$ cat src/rtl/kpn_pkg.sv
// Shared constants and mode encodings for the KPN channel layer.
// Imported by every channel FIFO and its storage sub-module.
package kpn_pkg;

  localparam int KPN_DATA_W = 16;
  localparam int KPN_ADDR_W = 5;

  typedef enum logic {
    KPN_STD  = 1'b0,
    KPN_FWFT = 1'b1
  } kpn_mode_e;

endpackage

$ cat src/rtl/kpn_fifo_mem.sv
// 2**W x B storage for one Kahn channel: synchronous write, plus one
// registered read port (standard mode) and one asynchronous read port (FWFT).
module kpn_fifo_mem
  import kpn_pkg::*;
#(
  parameter int B = KPN_DATA_W,
  parameter int W = KPN_ADDR_W
) (
  input  logic         clk,
  input  logic         reset,
  input  logic         we,
  input  logic [W-1:0] waddr,
  input  logic [B-1:0] wdata,
  input  logic         re,
  input  logic [W-1:0] raddr,
  output logic [B-1:0] rdata_q,
  output logic [B-1:0] rdata_async
);

  logic [B-1:0] mem [2**W];

  // NOTE: the array has no reset; clearing it would prevent RAM inference and
  // is unnecessary because count/empty gate every read.
  always_ff @(posedge clk) begin
    if (we) begin
      mem[waddr] <= wdata;
    end
  end

  // NOTE: sequential state uses <= so every register samples pre-edge values.
  always_ff @(posedge clk) begin
    if (reset) begin
      rdata_q <= '0;
    end else if (re) begin
      rdata_q <= mem[raddr];
    end
  end

  assign rdata_async = mem[raddr];

endmodule

$ cat src/rtl/kpn_fifo_channel.sv
// Word-wide Kahn channel FIFO: pointers, occupancy count, registered flags,
// sticky error flags and standard / first-word-fall-through read modes.
module kpn_fifo_channel
  import kpn_pkg::*;
#(
  parameter int B        = KPN_DATA_W,
  parameter int W        = KPN_ADDR_W,
  parameter int AF_LEVEL = 2**W - 2,
  parameter int FWFT     = 0
) (
  input  logic         clk,
  input  logic         reset,
  input  logic         wr,
  input  logic [B-1:0] entry_1,
  input  logic         rd,
  output logic [B-1:0] output_1,
  output logic         out_valid,
  output logic         full,
  output logic         empty,
  output logic         almost_full,
  output logic [W:0]   count,
  input  logic         err_clr,
  output logic         overflow,
  output logic         underflow
);

  localparam bit       USE_FWFT = (FWFT == int'(KPN_FWFT));
  localparam logic [W:0] DEPTH  = (W+1)'(2**W);
  localparam logic [W:0] AF_LVL = (W+1)'(AF_LEVEL);

  logic [W-1:0] w_ptr, r_ptr;
  logic         rd_acc, wr_acc;
  logic [W:0]   count_next;
  logic         std_valid;
  logic [B-1:0] rdata_q, rdata_async;

  // Acceptance looks only at registered flags, so a write into a full FIFO
  // succeeds exactly when a read frees a slot on the same edge.
  assign rd_acc     = rd & ~empty;
  assign wr_acc     = wr & (~full | rd_acc);
  assign count_next = count + (W+1)'(wr_acc) - (W+1)'(rd_acc);

  always_ff @(posedge clk) begin
    if (reset) begin
      w_ptr       <= '0;
      r_ptr       <= '0;
      count       <= '0;
      empty       <= 1'b1;
      full        <= 1'b0;
      almost_full <= 1'b0;
      std_valid   <= 1'b0;
      overflow    <= 1'b0;
      underflow   <= 1'b0;
    end else begin
      if (wr_acc) w_ptr <= w_ptr + W'(1);
      if (rd_acc) r_ptr <= r_ptr + W'(1);
      count       <= count_next;
      empty       <= (count_next == '0);
      full        <= (count_next == DEPTH);
      almost_full <= (count_next >= AF_LVL);
      std_valid   <= rd_acc;
      // A new error event wins over a simultaneous clear.
      overflow    <= (overflow  & ~err_clr) | (wr & ~wr_acc);
      underflow   <= (underflow & ~err_clr) | (rd & ~rd_acc);
    end
  end

  kpn_fifo_mem #(
    .B (B),
    .W (W)
  ) u_mem (
    .clk         (clk),
    .reset       (reset),
    .we          (wr_acc),
    .waddr       (w_ptr),
    .wdata       (entry_1),
    .re          (rd_acc),
    .raddr       (r_ptr),
    .rdata_q     (rdata_q),
    .rdata_async (rdata_async)
  );

  assign output_1  = USE_FWFT ? rdata_async : rdata_q;
  assign out_valid = USE_FWFT ? ~empty      : std_valid;

endmodule

$ cat config.mk
export PLATFORM = sky130hd
export DESIGN_NAME = kpn_fifo_channel
export DESIGN_NICKNAME = d
export VERILOG_FILES = /design/src/rtl/kpn_pkg.sv /design/src/rtl/kpn_fifo_mem.sv /design/src/rtl/kpn_fifo_channel.sv
export SDC_FILE = /design/constraint.sdc
export NUM_CORES = 1
export LEC_CHECK = 0
export CAP_MARGIN = 0
export CORE_ASPECT_RATIO = 0.9
export CORE_UTILIZATION = 40
export CTS_BUF_LIST = sky130_fd_sc_hd__clkbuf_8
export CTS_CLUSTER_DIAMETER = 50
export DETAILED_ROUTE_END_ITERATION = 8
export HOLD_SLACK_MARGIN = 0.06
export REMOVE_ABC_BUFFERS = 1
export SKIP_CTS_REPAIR_TIMING = 1
export SLEW_MARGIN = 10
export SYNTH_ARGS = -nofsm -noshare
export SYNTH_HDL_FRONTEND = slang
export SYNTH_HIERARCHICAL = 1
export SYNTH_SLANG_ARGS = --single-unit
$ cat constraint.sdc
create_clock -name clk -period 3.7 [get_ports clk]
set_input_delay 0.74 -clock clk [delete_from_list [all_inputs] [get_ports clk]]
set_output_delay 0.74 -clock clk [all_outputs]
set_load 0.02 [all_outputs]
==> impl_metrics.ini <==
[status]
status = completed

[synth]
synth_cell_types = 46
ys_warn_count = 6
synthAdderAreaFrac_pct = 0.5527
synth-edff-count = 512
ys_top_cells_by_count = 512 x edfxtp_1, 259 x mux2i_1, 129 x a22oi_1
synth-compound-area-share_pct = 7.024
synth_top_area_cell = edfxtp_1
yosysTopAreaCellShare_pct = 70.75
synth-seq-cells = 550
async_flop_share_pct = 0
synthTopCellsByArea = edfxtp_1 71%, mux2i_1 12%, a22oi_1 4.5%
synth_xor_xnor_area_share_pct = 0.5239
synth_most_common_cell = edfxtp_1
yosysSeqAreaShare_pct = 74.25
synth_cells = 1270
syn-cell-area_mm2 = 0.02173
synthMuxAreaShare_pct = 11.93
avgSynthCellArea_um2 = 17.11
ys.flop_type = edfxtp_1
synth_top_family_by_area = multiplexers
yosys.area_share.simple_pct = 3.385

[setup_path]
worstPathMaxFanout = 4
startpoint = rd
critPathLaunchType = input pin
cp-end-kind = flip-flop
endpoint = full
reg2regPathDepth = 11
r2r-end = full
cp.arrival_ns = 3.50
reg2reg_slack_ns = 0.99
path_class = in2reg
reg2reg_from = empty
critPathRequiredTime_ns = 4.30

[cells_and_area]
final_nets = 1436
drive_above_1_share_pct = 15.41
fin_util_pct = 46.81
syn_to_final_growth_pct = 14.91

[floorplanning]
start_util_pct = 40.73
die_height_um = 223.1
io_pins = 49
die-area_mm2 = 0.05527
fp.dieW_um = 247.7
core-area_mm2 = 0.05335
rows = 80

[sta]
timing.final.hold_violations = 0
rsz0062_at_grt = no
setup_violations = 0
max_slew_margin_pct = 36.34
final_max_slew_viol_count = 0
finalSetupTns_ns = 0
clock.fmax_mhz = 344.5
period_minus_slack_ns = 2.903
timing.final.ws_setup_ns = 0.7968
worst_pin_slew_ns = 0.9525
finalCritPeriodShare_pct = 78.46
finalClockSkew_ns = 0.01614
hold_ws_ns = 0.5169

[clocking]
cts_buffers = 87
cts_sinks = 550
cts_max_path_buffers = 3
clk_latency_ns = 0.66
cts_tree = done
root_buffer = clkbuf_8
htree_levels = 3
clk_pin_slew_ns = 0.06

[place]
io_buffer_count = 48
routabilityCongestion = 0.8212
dp_slack_ns = 0.1209
dp_hpwl_um = 30320

[detailed_routing]
routedWlPerCell_um = 23.18
drt_first_iter_violations = 1048
vias = 11666
drt-pass1-iter-count = 7
vias_per_cell = 5.356
ant_nets = 0
drc = 0
finalWirelength_um = 50480

[run]
max-cap-violations = 0

[grt]
antenna_found_initial = 0
grt_usage_pct = 18.43
grt_pass1_vias = 11654
grt_pass1_wl_um = 74320
grt_max_degree = 65
grt-ovfl-total = 0

[worst_hold_path]
hold_class = reg2reg

[power]
max-vdd-ir-drop_mv = 0.3958
power.leakage_nw = 8.093
power.density_mw_per_mm2 = 552.7
logic make-up (layout without fill, tap and decap cells):
logic type,Yosys count,count (layout)
xor gates and xnor gates,13,13
other,0,1
adders and majority gates,9,9
DFF,550,550
AOI/OAI and AO/OA,222,222
muxes,259,259
buffers and inverters,83,293
and+or+nand+nor,134,134
power by group:
group | internal (mW) | switching, mW
logic | 0.793 | 1.09
registers | 6.93 | 0.0975
clock network | 2.55 | 2.34
how the worst min path moves through the flow:
stage | startpoint | endpoint | slack, ns | depth (start not counted)
floorplan | r_ptr[1] | r_ptr[1] | 0.49 | 2
global placement | overflow | overflow | 0.49 | 2
detailed placement | overflow | overflow | 0.50 | 2
CTS | overflow | overflow | 0.53 | 2
global route | overflow | overflow | 0.55 | 2
finish | overflow | overflow | 0.52 | 2
sequential cells by signal, indices dropped and copies added, names as in the netlist:
signal and cells:
almost_full 1, count 6, empty 1, full 1, out_valid 1, overflow 1, r_ptr 5, u_mem/mem 512
u_mem/rdata_q 16, underflow 1, w_ptr 5
cell type report:
cell class / count / area, µm²
fillers: 4600 / 28380
flip-flops and latches: 550 / 16140
multi-input cells: 637 / 5137
clock buffers: 97 / 1335
repair buffers: 118 / 1104
well taps: 697 / 872.1
clock inverters: 66 / 336.6
inverters: 12 / 45.04
diodes: 1 / 2.502
cell usage in the layout (no fill, tap or decap), types with 37 or more instances in the layout:
master	synthesis	layout
a22oi_1	129	129
buf_4	11	61
mux2i_1	259	259
inv_1	11	38
a21oi_1	66	66
edfxtp_1	512	512
nor2_1	83	72
dfxtp_1	38	37
clkbuf_8	0	97
clkdlybuf4s50_1	0	45
worst max-delay path: stages:
cell and delay [ns]:
clkdlybuf4s50_1 0.47, or2b_2 0.32, a21boi_2 0.22, inv_1 0.07, ha_1 0.27, inv_1 0.04
ha_1 0.20, fa_1 0.41, xnor2_1 0.28, nand3b_1 0.12, mux2i_1 0.20, and3b_1 0.17
metrics by stage:
step	power (mW)	cells	instance area (µm²)
floorplan	8.828	1199	21270
global placement	9.028	2014	23300
detailed placement	9.056	2014	23300
CTS	13.94	2177	24970
global route	14.34	2177	24970
finish	13.80	2178	24970
layer usage:
layer | share of wire [%] | GRT usage, % | vias up
li1 | - | - | 5290
met1 | 46 | 26.15 | 5964
met2 | 47 | 28.45 | 323
met3 | 5.5 | 4.114 | 89
met4 | 2.0 | 5.145 | 0
met5 | 0 | 0 | -
(Power assumes the default switching activity.)
